### config.mk
export PLATFORM = sky130hd
export DESIGN_NAME = sys_timer_responder
export DESIGN_NICKNAME = d
export VERILOG_FILES = /design/src/rtl/sys_timer_responder.sv
export SDC_FILE = /design/constraint.sdc
export NUM_CORES = 1
export LEC_CHECK = 0
export CAP_MARGIN = 40
export CORE_MARGIN = 4
export CORE_UTILIZATION = 55
export DETAILED_ROUTE_END_ITERATION = 16
export HOLD_SLACK_MARGIN = 0.1
export PLACE_DENSITY = 0.92
export SYNTH_ARGS = -nofsm -noshare
export SYNTH_HDL_FRONTEND = slang
export SYNTH_SLANG_ARGS = --single-unit
### constraint.sdc
create_clock -name clk -period 6.4 [get_ports clk]
set_clock_uncertainty 0.15 [all_clocks]
set_input_delay 1.28 -clock clk [delete_from_list [all_inputs] [get_ports clk]]
set_output_delay 1.28 -clock clk [all_outputs]
set_load 0.02 [all_outputs]
### src/rtl/sys_timer_responder.sv
// Sys-port register window: prescaled 32-bit timer with compare match, overflow flag and irq,
// plus a scratch register and a read-only ID.
module sys_timer_responder #(
  parameter logic [31:0] BASE     = 32'h0000_1000,
  parameter logic [31:0] ID_VALUE = 32'h5449_4D31
) (
  input  logic        clk,
  input  logic        rst,
  input  logic [31:0] sys_r_addr,
  input  logic        sys_read,
  output logic [31:0] sys_r_line,
  input  logic [31:0] sys_w_addr,
  input  logic        sys_write,
  input  logic [31:0] sys_w_line,
  output logic        irq
);

  logic        en_q, en_d;
  logic        reload_q, reload_d;
  logic        irq_en_q, irq_en_d;
  logic [7:0]  presc_q, presc_d;
  logic [7:0]  pdiv_q, pdiv_d;
  logic [31:0] count_q, count_d;
  logic [31:0] compare_q, compare_d;
  logic        match_q, match_d;
  logic        ovf_q, ovf_d;
  logic [31:0] scratch_q, scratch_d;

  logic        r_hit, w_hit, tick, match_set, ovf_set;
  logic [2:0]  r_off, w_off;
  logic [31:0] rdata;
  logic        unused_addr;

  assign unused_addr = ^{sys_r_addr[1:0], sys_w_addr[1:0]};

  assign r_hit = sys_r_addr[31:5] == BASE[31:5];
  assign w_hit = sys_write && (sys_w_addr[31:5] == BASE[31:5]);
  assign r_off = sys_r_addr[4:2];
  assign w_off = sys_w_addr[4:2];
  assign tick  = en_q && (pdiv_q == presc_q);
  assign irq   = irq_en_q & match_q;

  always_comb begin
    rdata = '0;
    case (r_off)
      3'd0:    rdata = {16'h0, presc_q, 5'h0, irq_en_q, reload_q, en_q};
      3'd1:    rdata = count_q;
      3'd2:    rdata = compare_q;
      3'd3:    rdata = {30'h0, ovf_q, match_q};
      3'd4:    rdata = scratch_q;
      3'd5:    rdata = ID_VALUE;
      default: rdata = '0;
    endcase
    sys_r_line = (sys_read && r_hit) ? rdata : '0;
  end

  always_comb begin
    en_d      = en_q;
    reload_d  = reload_q;
    irq_en_d  = irq_en_q;
    presc_d   = presc_q;
    compare_d = compare_q;
    scratch_d = scratch_q;
    count_d   = count_q;
    match_set = 1'b0;
    ovf_set   = 1'b0;

    if (tick) begin
      if (count_q == compare_q) begin
        match_set = 1'b1;
        count_d   = reload_q ? 32'h0 : count_q + 32'd1;
      end else if (count_q == 32'hFFFF_FFFF) begin
        ovf_set = 1'b1;
        count_d = 32'h0;
      end else begin
        count_d = count_q + 32'd1;
      end
    end

    match_d = match_q | match_set;
    ovf_d   = ovf_q | ovf_set;

    // Software writes override the tick result; hardware flag sets beat W1C.
    if (w_hit) begin
      case (w_off)
        3'd0: begin
          en_d     = sys_w_line[0];
          reload_d = sys_w_line[1];
          irq_en_d = sys_w_line[2];
          presc_d  = sys_w_line[15:8];
        end
        3'd1: count_d = sys_w_line;
        3'd2: compare_d = sys_w_line;
        3'd3: begin
          match_d = (match_q & ~sys_w_line[0]) | match_set;
          ovf_d   = (ovf_q & ~sys_w_line[1]) | ovf_set;
        end
        3'd4: scratch_d = sys_w_line;
        default: ;
      endcase
    end

    // pdiv stays 0 while disabled and is cleared in the cycle EN is written low.
    if (!en_q || !en_d) begin
      pdiv_d = 8'h0;
    end else if (tick) begin
      pdiv_d = 8'h0;
    end else begin
      pdiv_d = pdiv_q + 8'd1;
    end
  end

  always_ff @(posedge clk or negedge rst) begin
    if (!rst) begin
      en_q      <= 1'b0;
      reload_q  <= 1'b0;
      irq_en_q  <= 1'b0;
      presc_q   <= 8'h0;
      pdiv_q    <= 8'h0;
      count_q   <= 32'h0;
      compare_q <= 32'hFFFF_FFFF;
      match_q   <= 1'b0;
      ovf_q     <= 1'b0;
      scratch_q <= 32'h0;
    end else begin
      en_q      <= en_d;
      reload_q  <= reload_d;
      irq_en_q  <= irq_en_d;
      presc_q   <= presc_d;
      pdiv_q    <= pdiv_d;
      count_q   <= count_d;
      compare_q <= compare_d;
      match_q   <= match_d;
      ovf_q     <= ovf_d;
      scratch_q <= scratch_d;
    end
  end

endmodule

### Yosys cells after proc, flatten, opt, wreduce, memory -nomap -nowiden

Cells that the tools add are included.

* flip-flop bits (word level): 117
* input port bits: 100
* output and inout port bits: 33
* logic and storage cells: 67

* add/sub/neg operators: 2
* eq/ne operators: 14
* muxes and demuxes: 21
* bitwise logic cells: 9
* reduce and logical (&&, ||, !) cells: 11

Operator list (number)
* two-way mux 32 bit: 7
* one-hot mux 32 bit (6 select lines): 1
* == test 27 x 8 -> 1 bit (second input constant): 2
* adder 32 x 1 -> 32 bit (second input constant): 1
* == test 32 bit: 1
* == test 32 bit (second input constant): 1
* two-way mux 8 bit: 2
* == test 3 x 2 -> 1 bit (second input constant): 4
* two-way mux 1 bit: 11
* == test 3 bit (second input constant): 3
* adder 8 x 1 -> 8 bit (second input constant): 1
* == test 8 bit: 1
* == test 3 x 1 -> 1 bit (second input constant): 2
* zero test 3 bit: 2
* AND reduction 2 bit: 3
* bitwise OR 1 bit: 4
* AND 1 bit: 3
* logical AND 1 bit: 3
* zero test 1 bit: 2
* NOT 1 bit: 2
* logical OR 1 bit: 1

### Logic depth before layout (Yosys ltp)

Gate-level depths: netlist of run 1.

* word-level depth: 7
* mapped depth: 9
* depth with buffers taken out: 7

### Worst setup path before layout of run 1

Ideal clock, no wire load.

* kind: in2out
* start point: in sys_r_addr[4]
* end point: out sys_r_line[17]
* arrival time: 2819 ps
* setup slack: 2151 ps
* stages: 6
* path buffers: 2
* cell sequence: clkbuf_1 > clkinv_1 > nor3_1 > clkbuf_1 > a21oi_1 > nor2_1

* word-level cells in the longest chain between the ends: 3
* elaborated cells between the ends (all ways): 8
* classes of those cells: eq/ne: 5; mux: 2; reduce/logical: 1

RTL lines
* start: declaration: line 9 `input logic [31:0] sys_r_addr,`
* == test 3 bit (tied with other cells): line 45 `case (r_off)`
* one-hot mux 32 bit (6 select lines) (*): line 45
* two-way mux 32 bit (*): line 54 `sys_r_line = (sys_read && r_hit) ? rdata : '0;`
* end: declaration: line 11 `output logic [31:0] sys_r_line,`

Every way passes the cells marked *; elsewhere a longest branch is shown, timed or not.

### Worst setup path after layout of run 1

* start point: in sys_r_addr[3]
* end point: out sys_r_line[8]

Same word-level chain as after synthesis.

==> reports/qor.yml, run 1 <==
p_leak_nw: 3.65
powerDensity_nw_per_um2: 205
dpl_cell_area_um2: 8360
cts_tree: "done"
rows: 40
hold_path.class: "reg2reg"
track_usage_pct: 30.2
grt_pass1_wl_um: 34400
finalHoldViolations: 0
slew_headroom_pct: 35.5
cp-end-kind: "primary output"
grt_pass1_vias: 6666
cts-resized-gates: 0
cts_buffers: 17
start_util_pct: 57.1
grt-ovfl-total: 0
hpwlAfterDp_um: 14100
status: "completed"
syn_area_um2: 6940
crit_chain: "clkdlybuf4s50_1 -> buf_4 -> nor2b_1 -> and2_1 -> a21oi_1 -> nor2_1 -> clkdlybuf4s50_1"
fin_area_um2: 8960
yosysSeqAreaShare_pct: 42.8
slowest_stage: "and2_1"
layout-drive-gt1-share_pct: 19.6
dieArea_um2: 14500
criticalPathCategory: "in2out"
viasPerCell: 6.45
worst_pin_slew_ps: 964
antenna_found_initial: 0
ys_warn_count: 0
cts_setup_buffers: 0
drcViolationCount: 0
area_delta_synth_final_pct: 29.0
route.vias.total: 6571
path_max_fanout: 28
syn_inst: 727
root_buffer: "clkbuf_16"
syn_nets: 829
postSynthAreaPerCell_um2: 9.55
clk_path_buf_depth: 2
max_cap_violations: 0
htreeDepth: 4
synth_compound_area_share_pct: 11.0
rsz0062_at_grt: "no"
synthXorXnorAreaFrac_pct: 8.58
ioPinCount: 133
die_w_um: 120
slew_viol_final: 0
worstSkewPairLatency_ps: 430
drt_iter0_drc: 769
wl_um: 21600
cp_common_cell: "clkdlybuf4s50_1"
ys_types: 51
fin_crit_sh_pct: 84.0
required_ps: 4970
synthSimpleGateAreaFrac_pct: 19.5
post-route-min-period_ps: 5380
clk_pin_slew_worst_paths_ps: 50
core_um2: 12200
hold_buffers: 0
irDropWorstVdd_mv: 0.206
synth_adder_area_share_pct: 0.361
ys_ff_latch: 117
fmax_ghz: 0.186
fin_nets: 939
synth_top_family_by_area: "simple AND/OR/NAND/NOR gates"
synth.mux.area_fraction_pct: 13.7
routabilityCongestion: 0.917
ys.flop_type: "dfrtp_1"
clkSinkCount: 117
setup_viol: 0
wire_per_inst_um: 21.2
fin_util_pct: 73.6
max_stage_delay_ps: 630
port_buffers: 128
fp.dieH_um: 120
synthArstFlopShare_pct: 100
cp.arrival_ps: 3950
dp.cells: 986
synth_edf_count: 0
drtAntennaViolNets: 0
final_cell_count_no_fill: 1018
num_antenna_cells: 0
tns_ps: 0
drtPass1Iterations: 8
start_kind: "input pin"
grt_max_degree: 50
[cell families after synthesis]
logic type      Yosys count
simple gates            267
compound gates          123
flops                   117
mux                      83
xor+xnor                 68
buf+inv                  67
fa+ha+maj                 2
[power breakdown]
group          internal (W)  switching (W)
sequential         0.000741   0.0000000254
clock              0.000623       0.000339
combinational     0.0000680      0.0000658
[critical path: cells and delay by family]
family | cells | cell delay, ps
AO/OA/AOI/OAI | 1 | 210
buffers and inverters | 3 | 1440
AND/OR/NAND/NOR | 3 | 990
[flip-flops by register name, indices dropped and copies added (netlist names)]
name,count
compare_q,32
count_q,32
en_q,1
irq_en_q,1
match_q,1
ovf_q,1
pdiv_q,8
presc_q,8
reload_q,1
scratch_q,32
[cell usage in the layout, fill, tap and decap left out, types with 15 or more instances in the layout]
| cell | netlist | layout |
|---|---|---|
| clkbuf_16 | 0 | 17 |
| xnor2_1 | 24 | 24 |
| clkdlybuf4s50_1 | 0 | 127 |
| nand4_1 | 19 | 19 |
| nor4_1 | 30 | 28 |
| o21ai_0 | 16 | 16 |
| nand2_1 | 44 | 44 |
| dfstp_2 | 32 | 32 |
| buf_4 | 2 | 16 |
| mux2_2 | 76 | 76 |
| a22oi_1 | 15 | 15 |
| nor2_1 | 87 | 87 |
| a21oi_1 | 50 | 50 |
| nand3_1 | 27 | 27 |
| dfrtp_1 | 85 | 85 |
| xor2_1 | 44 | 44 |
[metal layers]
| layer | wire [µm] | track usage (%) | up-vias | part of all wire, % |
|---|---|---|---|---|
| met5 | 0 | 0 | - | 0 |
| met4 | 1000 | 14.5 | 0 | 4.6 |
| met3 | 2220 | 8.23 | 110 | 10 |
| met2 | 10300 | 48.1 | 458 | 48 |
| met1 | 8130 | 38.4 | 3160 | 38 |
| li1 | - | - | 2843 | - |
[final cells by class]
class | instances | area, µm²
multi-input cells | 543 | 3700
fillers | 818 | 3210
flip-flops and latches | 117 | 2970
repair buffers | 145 | 1420
clock buffers | 24 | 502
well taps | 168 | 210
clock inverters | 8 | 98.8
inverters | 13 | 48.8
[per-stage QoR]
stage               total power (W)  hold slack (ps)  setup WS, ps
floorplan                  0.000786              315          2150
global placement           0.000879              329          1230
detailed placement         0.000883              342          1170
CTS                         0.00184              355          1100
global route                0.00188              363           964
finish                      0.00184              354          1020
[Yosys cell counts, drive strengths merged (2+ instances only)]
| master | number | area share (%) |
|---|---|---|
| xor2 | 44 | 5.6 |
| and2 | 4 | 0.36 |
| or2 | 2 | 0.18 |
| mux2i | 5 | 0.72 |
| dfrtp | 85 | 31 |
| nor2b | 3 | 0.27 |
| nor3 | 12 | 0.87 |
| mux2 | 76 | 12 |
| o21ai | 17 | 1.2 |
| inv | 12 | 0.65 |
| and4 | 10 | 1.3 |
| nand4 | 19 | 1.7 |
| mux4 | 2 | 0.65 |
| nand3b | 2 | 0.22 |
| nor4 | 31 | 2.9 |
| o22ai | 3 | 0.27 |
| a31oi | 5 | 0.45 |
| dfstp | 32 | 12 |
| a211oi | 11 | 1.4 |
| clkbuf | 33 | 1.8 |
| nor4b | 4 | 0.59 |
| nor2 | 87 | 4.7 |
| o31ai | 12 | 1.3 |
| or3 | 4 | 0.36 |
| a21oi | 50 | 3.6 |
| a22oi | 15 | 1.6 |
| nand2 | 44 | 2.4 |
| and3 | 12 | 1.1 |
| nand3 | 27 | 1.9 |
| buf | 21 | 1.6 |
| o211ai | 5 | 0.54 |
| xnor2 | 24 | 3.0 |
| ha | 2 | 0.36 |
[final timing paths]
check	start	endpoint	slack [ps]	depth (start not counted)
max	sys_r_addr[3]	sys_r_line[8]	1020	7
min	scratch_q[29]$_DFFE_PN0P_	scratch_q[29]$_DFFE_PN0P_	350	1
max reg2reg	compare_q[31]$_DFFE_PN1P_	count_q[23]$_DFF_PN0_	3180	6
min reg2reg	scratch_q[29]$_DFFE_PN0P_	scratch_q[29]$_DFFE_PN0P_	350	1
max in group asynchronous	rst	compare_q[31]$_DFFE_PN1P_	4260	3
min in group asynchronous	rst	scratch_q[26]$_DFFE_PN0P_	660	1
Power figures use the tool's default switching activity.
==> run 2: changes to the inputs <==
CORE_UTILIZATION = 48   (was 55)
PLACE_DENSITY = 0.86   (was 0.92)
clock period = 4.6 ns   (was 6.4 ns; I/O delays follow)
==> reports/qor.yml, run 2 (same netlist as run 1, synthesis figures left out) <==
status: "completed"
clkSinkCount: 117
grt-ovfl-total: 0
reg.largest.list: "compare_q (32), count_q (32), scratch_q (32)"
grt_pass1_wl_um: 34300
irDropWorstVdd_mv: 0.305
dieArea_um2: 16400
nFillCells: 1086
drcViolationCount: 0
worst-r2r-setup-slack_ps: 1420
finalHoldViolations: 0
cp.arrival_ps: 3260
die_w_um: 128
path_max_fanout: 32
start_util_pct: 49.4
cts_tree: "done"
max_cap_violations: 0
grt_pass1_vias: 6551
num_antenna_cells: 0
final_common_cell: "clkdlybuf4s50_1"
htreeDepth: 4
rsz0062_at_grt: "no"
cts_buffers: 17
cts-resized-gates: 0
root_buffer: "clkbuf_16"
powerDensity_nw_per_um2: 295
cp-end-kind: "primary output"
antenna_found_initial: 0
hp-start: "compare_q[0]$_DFFE_PN1P_"
r2r_start: "compare_q[31]$_DFFE_PN1P_"
layout-drive-gt1-share_pct: 19.8
tns_ps: 0
hold_end: "compare_q[0]$_DFFE_PN1P_"
core_um2: 14000
area_delta_synth_final_pct: 30.4
viasPerCell: 6.09
hold_path.class: "reg2reg"
timing.rr.end: "count_q[15]$_DFF_PN0_"
worst_pin_slew_ps: 979
fin_nets: 944
r2r_cells: 6
fp.dieH_um: 128
fmax_ghz: 0.231
drtPass1Iterations: 7
cts_setup_buffers: 0
hpwlAfterDp_um: 14700
worstSkewPairLatency_ps: 420
slew_headroom_pct: 34.6
start_kind: "input pin"
fin_crit_sh_pct: 94.2
required_ps: 3530
layout_common_cells: "127 x clkdlybuf4s50_1, 87 x nor2_1, 85 x dfrtp_1"
route.vias.total: 6308
routabilityCongestion: 0.923
drtAntennaViolNets: 0
grt_max_degree: 67
holdPathStages: 2
setup_viol: 0
rows: 43
post-route-min-period_ps: 4330
clk_path_buf_depth: 2
drt_iter0_drc: 683
criticalPathCategory: "in2out"
fin_util_pct: 64.4
clk_pin_slew_worst_paths_ps: 50
hold_buffers: 0
p_leak_nw: 3.69
ioPinCount: 133
wire_per_inst_um: 20.3
slew_viol_final: 0
wl_um: 21000
port_buffers: 128
track_usage_pct: 26.4
[run 2: cell types whose count changed in the layout (fill, tap and decap cells not counted)]
cell	delta
buf_2	-1
buf_4	+5
bufinv_16	+3
buf_12	+2
buf_16	-1
clkinvlp_4	-1
clkinv_2	-1
clkbuf_8	-4
clkbuf_1	+3
[run 2: area by class of cell]
type                       count  area, µm²  area share, %
timing repair buffer         150       1470           16.2
inverter                      13       48.8          0.539
clock buffer                  23        458           5.06
tap                          180        225           2.49
multi-input combinational    543       3700           40.9
clock inverter                 9        176           1.95
sequential                   117       2970           32.8
[run 2: per-stage QoR]
stage / hold slack [ps] / cells / power, W / worst slack, ps / area [µm²]
2_1_floorplan: 315 / 727 / 0.00109 / 1070 / 6940
3_3_place_gp: 330 / 1003 / 0.00123 / 261 / 8420
3_5_place_dp: 341 / 1003 / 0.00123 / 247 / 8420
4_1_cts: 349 / 1035 / 0.00267 / 241 / 9050
5_1_grt: 368 / 1035 / 0.00273 / 98.8 / 9050
6_report: 348 / 1035 / 0.00267 / 266 / 9050
[run 2: routing by layer]
layer,routed length [µm],up-vias,track usage [%]
li1,-,2848,-
met1,8540,3104,34.1
met2,10200,295,43.3
met3,1610,61,6.17
met4,653,0,9.49
met5,0,-,0
[run 2: where the power goes]
| group | switching (W) | total (W) | internal, W |
|---|---|---|---|
| clock network | 0.000474 | 0.00145 | 0.000974 |
| logic | 0.0000915 | 0.000189 | 0.0000976 |
| registers | 0.0000000327 | 0.00103 | 0.00103 |
| total | 0.000565 | 0.00267 | 0.00210 |
[run 2: worst max-delay path by stage]
stage | startpoint | endpoint | slack [ps] | depth (start not counted)
after detailed placement | sys_r_addr[15] | sys_r_line[1] | 250 | 7
after floorplan | sys_r_addr[4] | sys_r_line[17] | 1070 | 6
after CTS | sys_r_addr[15] | sys_r_line[1] | 240 | 7
final | sys_r_addr[15] | sys_r_line[26] | 270 | 7
after global routing | sys_r_addr[15] | sys_r_line[12] | 100 | 7
after global placement | sys_r_addr[12] | sys_r_line[1] | 260 | 7
[run 2: worst max-delay path: stages]
cell	delay [ps]
clkdlybuf4s50_1	390
or4b_2	670
a21oi_1	140
nand4b_1	90
buf_4	270
nor2_1	150
clkdlybuf4s50_1	630
==> run 3: changes to the inputs <==
CORE_ASPECT_RATIO = 1.2   (was default)
==> reports/qor.yml, run 3 (same netlist as run 1, synthesis figures left out) <==
cts_tree: "done"
clk_pin_slew_worst_paths_ps: 50
antenna_found_initial: 0
power_switching_w: 0.000575
p_leak_nw: 3.71
drcViolationCount: 0
worstSkewPairLatency_ps: 430
comb_power_share_pct: 6.9
cp.arrival_ps: 3310
dp.cells: 994
core_um2: 14000
cp-end-kind: "primary output"
rows: 47
powerDensity_nw_per_um2: 299
intPower_w: 0.00215
crit_family: "buffers and inverters"
start_util_pct: 49.6
fin_util_pct: 65.1
fmax_ghz: 0.228
track_usage_pct: 25.1
final_cell_count_no_fill: 1026
layout-drive-gt1-share_pct: 20.4
wire_per_inst_um: 20.2
drt_iter0_drc: 595
area_delta_synth_final_pct: 31.2
p_clk_share_pct: 55.2
cts-resized-gates: 0
cts_buffers: 17
tns_ps: 0
criticalPathCategory: "in2out"
cts_setup_buffers: 0
finalHoldViolations: 0
layout_common_cells: "127 x clkdlybuf4s50_1, 87 x nor2_1, 85 x dfrtp_1"
clkSinkCount: 117
start_kind: "input pin"
grt-ovfl-total: 0
setup_viol: 0
viasPerCell: 6.18
slowest_stage: "or4b_2"
required_ps: 3530
seqPwrFrac_pct: 37.9
wl_um: 20700
num_antenna_cells: 0
ioPinCount: 133
grt_pass1_vias: 6451
rsz0062_at_grt: "no"
max_cap_violations: 0
cp_common_cell: "clkdlybuf4s50_1"
final_common_cell: "clkdlybuf4s50_1"
irDropWorstVdd_mv: 0.234
power_w: 0.00272
hold_path.class: "reg2reg"
clk_path_buf_depth: 2
post-route-min-period_ps: 4380
htreeDepth: 4
root_buffer: "clkbuf_16"
grt_max_degree: 67
nFillCells: 1062
worst_pin_slew_ps: 982
drtPass1Iterations: 6
port_buffers: 128
max_stage_delay_ps: 660
slew_viol_final: 0
hold_ws_ps: 353
crit_buf_inv: 3
dieArea_um2: 16500
fin_nets: 944
seqCellArea_um2: 2970
routabilityCongestion: 0.949
reg.largest.list: "compare_q (32), count_q (32), scratch_q (32)"
drtAntennaViolNets: 0
multiInputGateArea_um2: 3700
route.vias.total: 6342
fin_crit_sh_pct: 95.2
slew_headroom_pct: 34.0
path_max_fanout: 26
die_w_um: 118
fp.dieH_um: 140
grt_pass1_wl_um: 33200
status: "completed"
hold_buffers: 0
crit_chain: "clkdlybuf4s50_1 -> or4b_2 -> a21oi_1 -> nand4b_1 -> buf_12 -> nor2_1 -> clkdlybuf4s50_1"
swShare_pct: 21.1
hpwlAfterDp_um: 14600
[run 3: per-stage QoR]
stage               setup WS, ps  cell area [µm²]
finish                       220             9110
global route                97.3             9110
CTS                          208             9110
detailed placement           208             8430
global placement             256             8430
floorplan                   1070             6940
[run 3: final timing paths]
check / from / end / slack (ps) / cells after the start
max in group asynchronous: rst / compare_q[15]$_DFFE_PN1P_ / 3090 / 2
max: sys_r_addr[15] / sys_r_line[22] / 220 / 7
max reg2reg: count_q[3]$_DFF_PN0_ / count_q[15]$_DFF_PN0_ / 1420 / 6
min reg2reg: scratch_q[4]$_DFFE_PN0P_ / scratch_q[4]$_DFFE_PN0P_ / 350 / 1
min: scratch_q[4]$_DFFE_PN0P_ / scratch_q[4]$_DFFE_PN0P_ / 350 / 1
min in group asynchronous: rst / scratch_q[26]$_DFFE_PN0P_ / 380 / 1
[run 3: power groups by stage]
| stage | registers [W] | logic (W) | clock network [W] |
|---|---|---|---|
| after floorplan | 0.00105 | 0.0000449 | 0 |
| after global placement | 0.00105 | 0.000182 | 0 |
| after detailed placement | 0.00105 | 0.000185 | 0 |
| after CTS | 0.00103 | 0.000187 | 0.00151 |
| after global routing | 0.00103 | 0.000200 | 0.00157 |
| final | 0.00103 | 0.000187 | 0.00150 |
[run 3: metal layers]
metal / track usage, % / vias to the layer above / part of all wire (%)
met2: 43.0 / 330 / 50
met5: 0 / - / 0
li1: - / 2855 / -
met3: 6.57 / 86 / 7.8
met4: 11.5 / 0 / 4.3
met1: 29.5 / 3071 / 38
[run 3: layout make-up]
class / instances / share of cell area (%)
Sequential cell: 117 / 32.6
Multi-Input combinational cell: 543 / 40.7
Inverter: 13 / 0.536
Clock buffer: 21 / 5.28
Timing Repair Buffer: 150 / 16.4
Tap cell: 171 / 2.35
Clock inverter: 11 / 2.16
==> RTL change 1 (config.mk and constraints of run 1) <==
Register the input `sys_w_line` before use, with the module's reset. The logic sees it one clock later. The other inputs are not delayed to match.
--- a/src/rtl/sys_timer_responder.sv
+++ b/src/rtl/sys_timer_responder.sv
@@ -14,6 +14,16 @@
   input  logic [31:0] sys_w_line,
   output logic        irq
 );
+
+  logic [31:0] sys_w_line_q;
+
+  always_ff @(posedge clk or negedge rst) begin
+    if (!rst) begin
+      sys_w_line_q <= '0;
+    end else begin
+      sys_w_line_q <= sys_w_line;
+    end
+  end
 
   logic        en_q, en_d;
   logic        reload_q, reload_d;
@@ -84,18 +94,18 @@
     if (w_hit) begin
       case (w_off)
         3'd0: begin
-          en_d     = sys_w_line[0];
-          reload_d = sys_w_line[1];
-          irq_en_d = sys_w_line[2];
-          presc_d  = sys_w_line[15:8];
+          en_d     = sys_w_line_q[0];
+          reload_d = sys_w_line_q[1];
+          irq_en_d = sys_w_line_q[2];
+          presc_d  = sys_w_line_q[15:8];
         end
-        3'd1: count_d = sys_w_line;
-        3'd2: compare_d = sys_w_line;
+        3'd1: count_d = sys_w_line_q;
+        3'd2: compare_d = sys_w_line_q;
         3'd3: begin
-          match_d = (match_q & ~sys_w_line[0]) | match_set;
-          ovf_d   = (ovf_q & ~sys_w_line[1]) | ovf_set;
+          match_d = (match_q & ~sys_w_line_q[0]) | match_set;
+          ovf_d   = (ovf_q & ~sys_w_line_q[1]) | ovf_set;
         end
-        3'd4: scratch_d = sys_w_line;
+        3'd4: scratch_d = sys_w_line_q;
         default: ;
       endcase
     end
Formal check against the unedited RTL: not equivalent (a bounded check fails within 4 cycles, from zero or initial values and one cycle with rst low).
==> RTL change 1 against run 1 <==
- combinational power shrank 9.7%
- synthesized area grew 16%
- wire length shrank 1.5%
- critical endpoint is now sys_r_line[0]
- critical path type unchanged
- sequential cell count grew 32
- first-iteration DRC count shrank 22%
- final cell count grew 5.1%
- worst setup slack gained 0.0028 ns
- non-clock buffer count shrank 3
- sequential power grew 30%
- power grew 9.6%
- design area grew 11%
==> RTL change 1: results (changes against run 1) <==
Run status
  • Status: finished clean (unchanged)

Synthesis
  • Synth Warn #: 0 (unchanged)
  • Post-synthesis mux area share: 11.80% (was 13.70%)
  • Compound-Gate Fraction of Synth Area: 11.29% (was 11.01%)
  • Synth top area cells: dfrtp_1 (36%), dfstp_2 (10%), mux2_1 (6.7%) (was dfrtp_1 (31%), mux2_2 (12%), dfstp_2 (12%))
  • Mapped Nets: 869 (was 829)
  • Register area share after synthesis: 46.70% (was 42.76%)
  • Count of state elements after synthesis: 149 (was 117)
  • Yosys cell types: 64 (was 51)
  • Xor/xnor cell area share of the yosys netlist: 7.055% (was 8.581%)
  • Syn Area/Cell: 10.52 sq um (was 9.547 sq um)
  • Post-Synth Adder-Cell Area: 0.3101% (was 0.3606%)
  • Synth cell count leaders: dfrtp_1 (117), nor2_1 (94), a21oi_1 (49) (was nor2_1 (87), dfrtp_1 (85), mux2_2 (76))

Power
  • Leakage: 4.138 nW (was 3.646 nW)
  • Worst vdd ir: 183.9 uV (was 205.7 uV)

Finish
  • Inverters: 8 (was 13)
  • Fill cells: 1023 (was 818)
  • Fraction of area in multi-input gates: 40.01% (was 41.37%)
  • Fraction of layout cells with a size suffix above 1: 18.62% (was 19.65%)
  • Comb_multi_in: 555 (was 543)
  • Finished Layout Cells: 1070 (was 1018)
  • Clock buffers: 19 (was 24)
  • Nets: 975 (was 939)
  • Number of non-clock buffers: 142 (was 145)
  • Data buffer area share: 14.10% (was 15.90%)
  • FF+latch area: 3769 sq um (was 2968 sq um)
  • Layout clock area frac: 5.539% (was 6.706%)

Place
  • Dpl hpwl: 14.31 mm (was 14.10 mm)
  • Post-Place Cells: 1038 (was 986)
  • Post-place setup slack: 1.071 ns (was 1.170 ns)
  • GP Congestion: 0.8805 (was 0.9173)

Clock network
  • CTS buffer count: 17 (unchanged)
  • Resize count post-CTS: 0 (unchanged)

Critical path
  • CP max stage delay: 0.98 ns (was 0.63 ns)
  • Crit path DAT: 3.94 ns (was 3.95 ns)
  • CP top delay family: buffers and inverters (unchanged)
  • Crit path max fanout: 20 (was 28)
  • Slowest cell on crit path: clkdlybuf4s50_1 (was and2_1)

GRT
  • Largest net degree at the start of global routing: 90 (was 50)
  • First-pass GRT wire length: 33.84 mm (was 34.36 mm)
  • Total GRT Usage: 26.11% (was 30.23%)
  • Vias in the first global route: 6727 (was 6666)

Route
  • Initial drt markers: 596 (was 769)
  • Via count: 6551 (was 6571)
  • Drt wl/cell: 19.90 microns (was 21.25 microns)
  • DRT Pass-1 Iters: 5 (was 8)

STA
  • Slew HR: 36.88% (was 35.53%)

Worst hold path
  • HP Class: reg -> reg (unchanged)
==> RTL change 1: where the power goes <==
part | total (mW) | leakage, nW | switching, mW | internal (mW)
combinational | 0.121 | 2.07 | 0.0563 | 0.0651
sequential | 0.965 | 1.81 | 0.0112 | 0.954
clock | 0.928 | 0.258 | 0.410 | 0.518
==> RTL change 1: per-stage QoR <==
step | cell area (sq um) | total power, mW | hold WS (ns)
floorplan | 8069 | 1.007 | 0.2933
global placement | 9404 | 1.099 | 0.3119
detailed placement | 9432 | 1.101 | 0.3206
finish | 9985 | 2.014 | 0.3334
CTS | 9985 | 2.021 | 0.3345
global route | 9985 | 2.071 | 0.3441
==> RTL change 1: routing by layer <==
layer | track usage (%) | part of all wire (%) | up-vias
li1 | - | - | 2953
met1 | 31.80 | 39 | 3218
met2 | 44.15 | 50 | 314
met3 | 6.595 | 7.7 | 66
met4 | 11.30 | 3.2 | 0
met5 | 0 | 0 | -
==> RTL change 1: final timing paths <==
kind | startpoint | endpoint | slack (ns) | cells after the start
max | sys_r_addr[2] | sys_r_line[0] | 1.03 | 6
min | scratch_q[30]$_DFFE_PN0P_ | scratch_q[30]$_DFFE_PN0P_ | 0.33 | 1
min in group asynchronous | rst | scratch_q[18]$_DFFE_PN0P_ | 0.73 | 1
min reg2reg | scratch_q[30]$_DFFE_PN0P_ | scratch_q[30]$_DFFE_PN0P_ | 0.33 | 1
max in group asynchronous | rst | count_q[2]$_DFF_PN0_ | 4.11 | 2
max reg2reg | count_q[7]$_DFF_PN0_ | count_q[31]$_DFF_PN0_ | 3.26 | 6
==> RTL change 1: logic make-up after synthesis <==
kind of cell / Yosys count
AOI/OAI and AO/OA: 127
xor gates and xnor gates: 65
adders and majority gates: 2
buffers and inverters: 63
DFF: 149
muxes: 83
and+or+nand+nor: 278
==> RTL change 2 (flow settings as in run 1) <==
Made on the original files. Reset style: synchronous (`rst`), changed in one clocked block.
--- a/src/rtl/sys_timer_responder.sv
+++ b/src/rtl/sys_timer_responder.sv
@@ -110,7 +110,7 @@
     end
   end
 
-  always_ff @(posedge clk or negedge rst) begin
+  always_ff @(posedge clk) begin
     if (!rst) begin
       en_q      <= 1'b0;
       reload_q  <= 1'b0;
Function: differs if rst is asserted again (counterexample within 4 cycles, from zero or initial values and one cycle with rst low); with rst held inactive, the same outputs for 4 cycles.
==> RTL change 2 against run 1 <==
- power down 2.0%
- worst setup slack worse by 0.10 ns
- synthesized area down 2.5%
- core utilization down 1.1 points
- wire length up 2.4%
- sequential cell count unchanged
- sequential power down 2%
- global-route usage up 0.61 points
- register-to-register slack better by 0.18 ns
- count of clock-buffer cells in the layout down 4
- design area down 2.7%
- largest cell class unchanged
- highest routed layer unchanged
==> RTL change 2: results (changes against run 1) <==
Run status
  • Status: finished clean (unchanged)

Critical path
  • CP max stage delay: 0.76 ns (was 0.63 ns)
  • Slowest cell on crit path: clkdlybuf4s50_1 (was and2_1)
  • Crit path max fanout: 12 (was 28)
  • Crit path DAT: 4.05 ns (was 3.95 ns)

Finish
  • Fraction of layout cells with a size suffix above 1: 7.215% (was 19.65%)
  • Nets: 1073 (was 939)

Power
  • Leakage: 2.903 nW (was 3.646 nW)
  • Worst vdd ir: 111.6 uV (was 205.7 uV)

Synthesis
  • Post-synthesis mux area share: 7.041% (was 13.70%)
  • Xor/xnor cell area share of the yosys netlist: 8.926% (was 8.581%)
  • Ys flop type: dfxtp_1 (was dfrtp_1)
  • Yosys cell types: 59 (was 51)
  • Mapped Nets: 974 (was 829)
  • Synth top area cells: dfxtp_1 (35%), nand2_1 (8.1%), xnor2_1 (7.2%) (was dfrtp_1 (31%), mux2_2 (12%), dfstp_2 (12%))
  • Ys async rst share: 0% (was 100.0%)

GRT
  • First-pass GRT wire length: 35.32 mm (was 34.36 mm)
  • Total GRT Usage: 30.84% (was 30.23%)
  • Met2 Track Usage GR: 48.06% (was 48.09%)
  • Vias in the first global route: 7163 (was 6666)
  • Met1 GRT Util: 36.87% (was 38.37%)
  • Met3 usage: 9.877% (was 8.232%)

Route
  • Met1 Wirelength: 8.128 mm (was 8.125 mm)
  • DRT Pass-1 Iters: 6 (was 8)
  • Initial drt markers: 1065 (was 769)
  • WL met3: 2.732 mm (was 2.217 mm)
  • Via-per-instance ratio: 6.373 (was 6.455)
  • Drt wl/cell: 19.59 microns (was 21.25 microns)
  • WL met2: 10.14 mm (was 10.29 mm)

Place
  • Post-place setup slack: 1.043 ns (was 1.170 ns)
  • Dpl hpwl: 14.84 mm (was 14.10 mm)

STA
  • Hold slack: 0.3357 ns (was 0.3537 ns)
  • Tcrit/Tclk final: 85.59% (was 84.00%)
  • Worst slew pin tran: 0.8449 ns (was 0.9645 ns)
RTL change 2: cell types whose count changed after synthesis, sizes merged, moves of 36 or more:
| cell | before | now |
|---|---|---|
| dfrtp | 85 | 0 |
| dfxtp | 0 | 117 |
| mux2 | 76 | 3 |
| mux2i | 5 | 42 |
| nand2 | 44 | 146 |
| nor2b | 3 | 39 |
RTL change 2: metrics by stage:
| step | cells | cell area, sq um | utilization [%] |
|---|---|---|---|
| after global placement | 1094 | 8060 | 67.10 |
| after CTS | 1130 | 8703 | 72.46 |
| after detailed placement | 1098 | 8125 | 67.65 |
| after floorplan | 872 | 6770 | - |
| after global routing | 1131 | 8715 | 72.55 |
| final | 1131 | 8715 | 72.55 |
RTL change 2: final timing paths:
check,to,depth (start not counted),start
setup / recovery,sys_r_line[4],7,sys_r_addr[2]
hold / removal,irq_en_q$_SDFFE_PN0P_,2,irq_en_q$_SDFFE_PN0P_
setup reg to reg,count_q[12]$_SDFF_PN0_,5,presc_q[6]$_SDFFE_PN0P_
hold reg to reg,irq_en_q$_SDFFE_PN0P_,2,irq_en_q$_SDFFE_PN0P_
RTL change 2: power by group through the flow:
stage | clock (mW) | combinational, mW | sequential [mW]
final | 0.931 | 0.141 | 0.729
after global routing | 0.964 | 0.148 | 0.728
after CTS | 0.928 | 0.138 | 0.729
after detailed placement | 0 | 0.137 | 0.744
after global placement | 0 | 0.134 | 0.744
after floorplan | 0 | 0.0490 | 0.744
RTL change 2: final cells by class:
cell class / instances / area [sq um] / area share [%]
clock buffers: 20 / 446.7 / 5.126
clock inverters: 12 / 131.4 / 1.508
inverters: 9 / 33.78 / 0.3877
multi-input cells: 682 / 4141 / 47.52
flip-flops and latches: 117 / 2342 / 26.88
well taps: 147 / 183.9 / 2.111
repair buffers: 144 / 1435 / 16.47
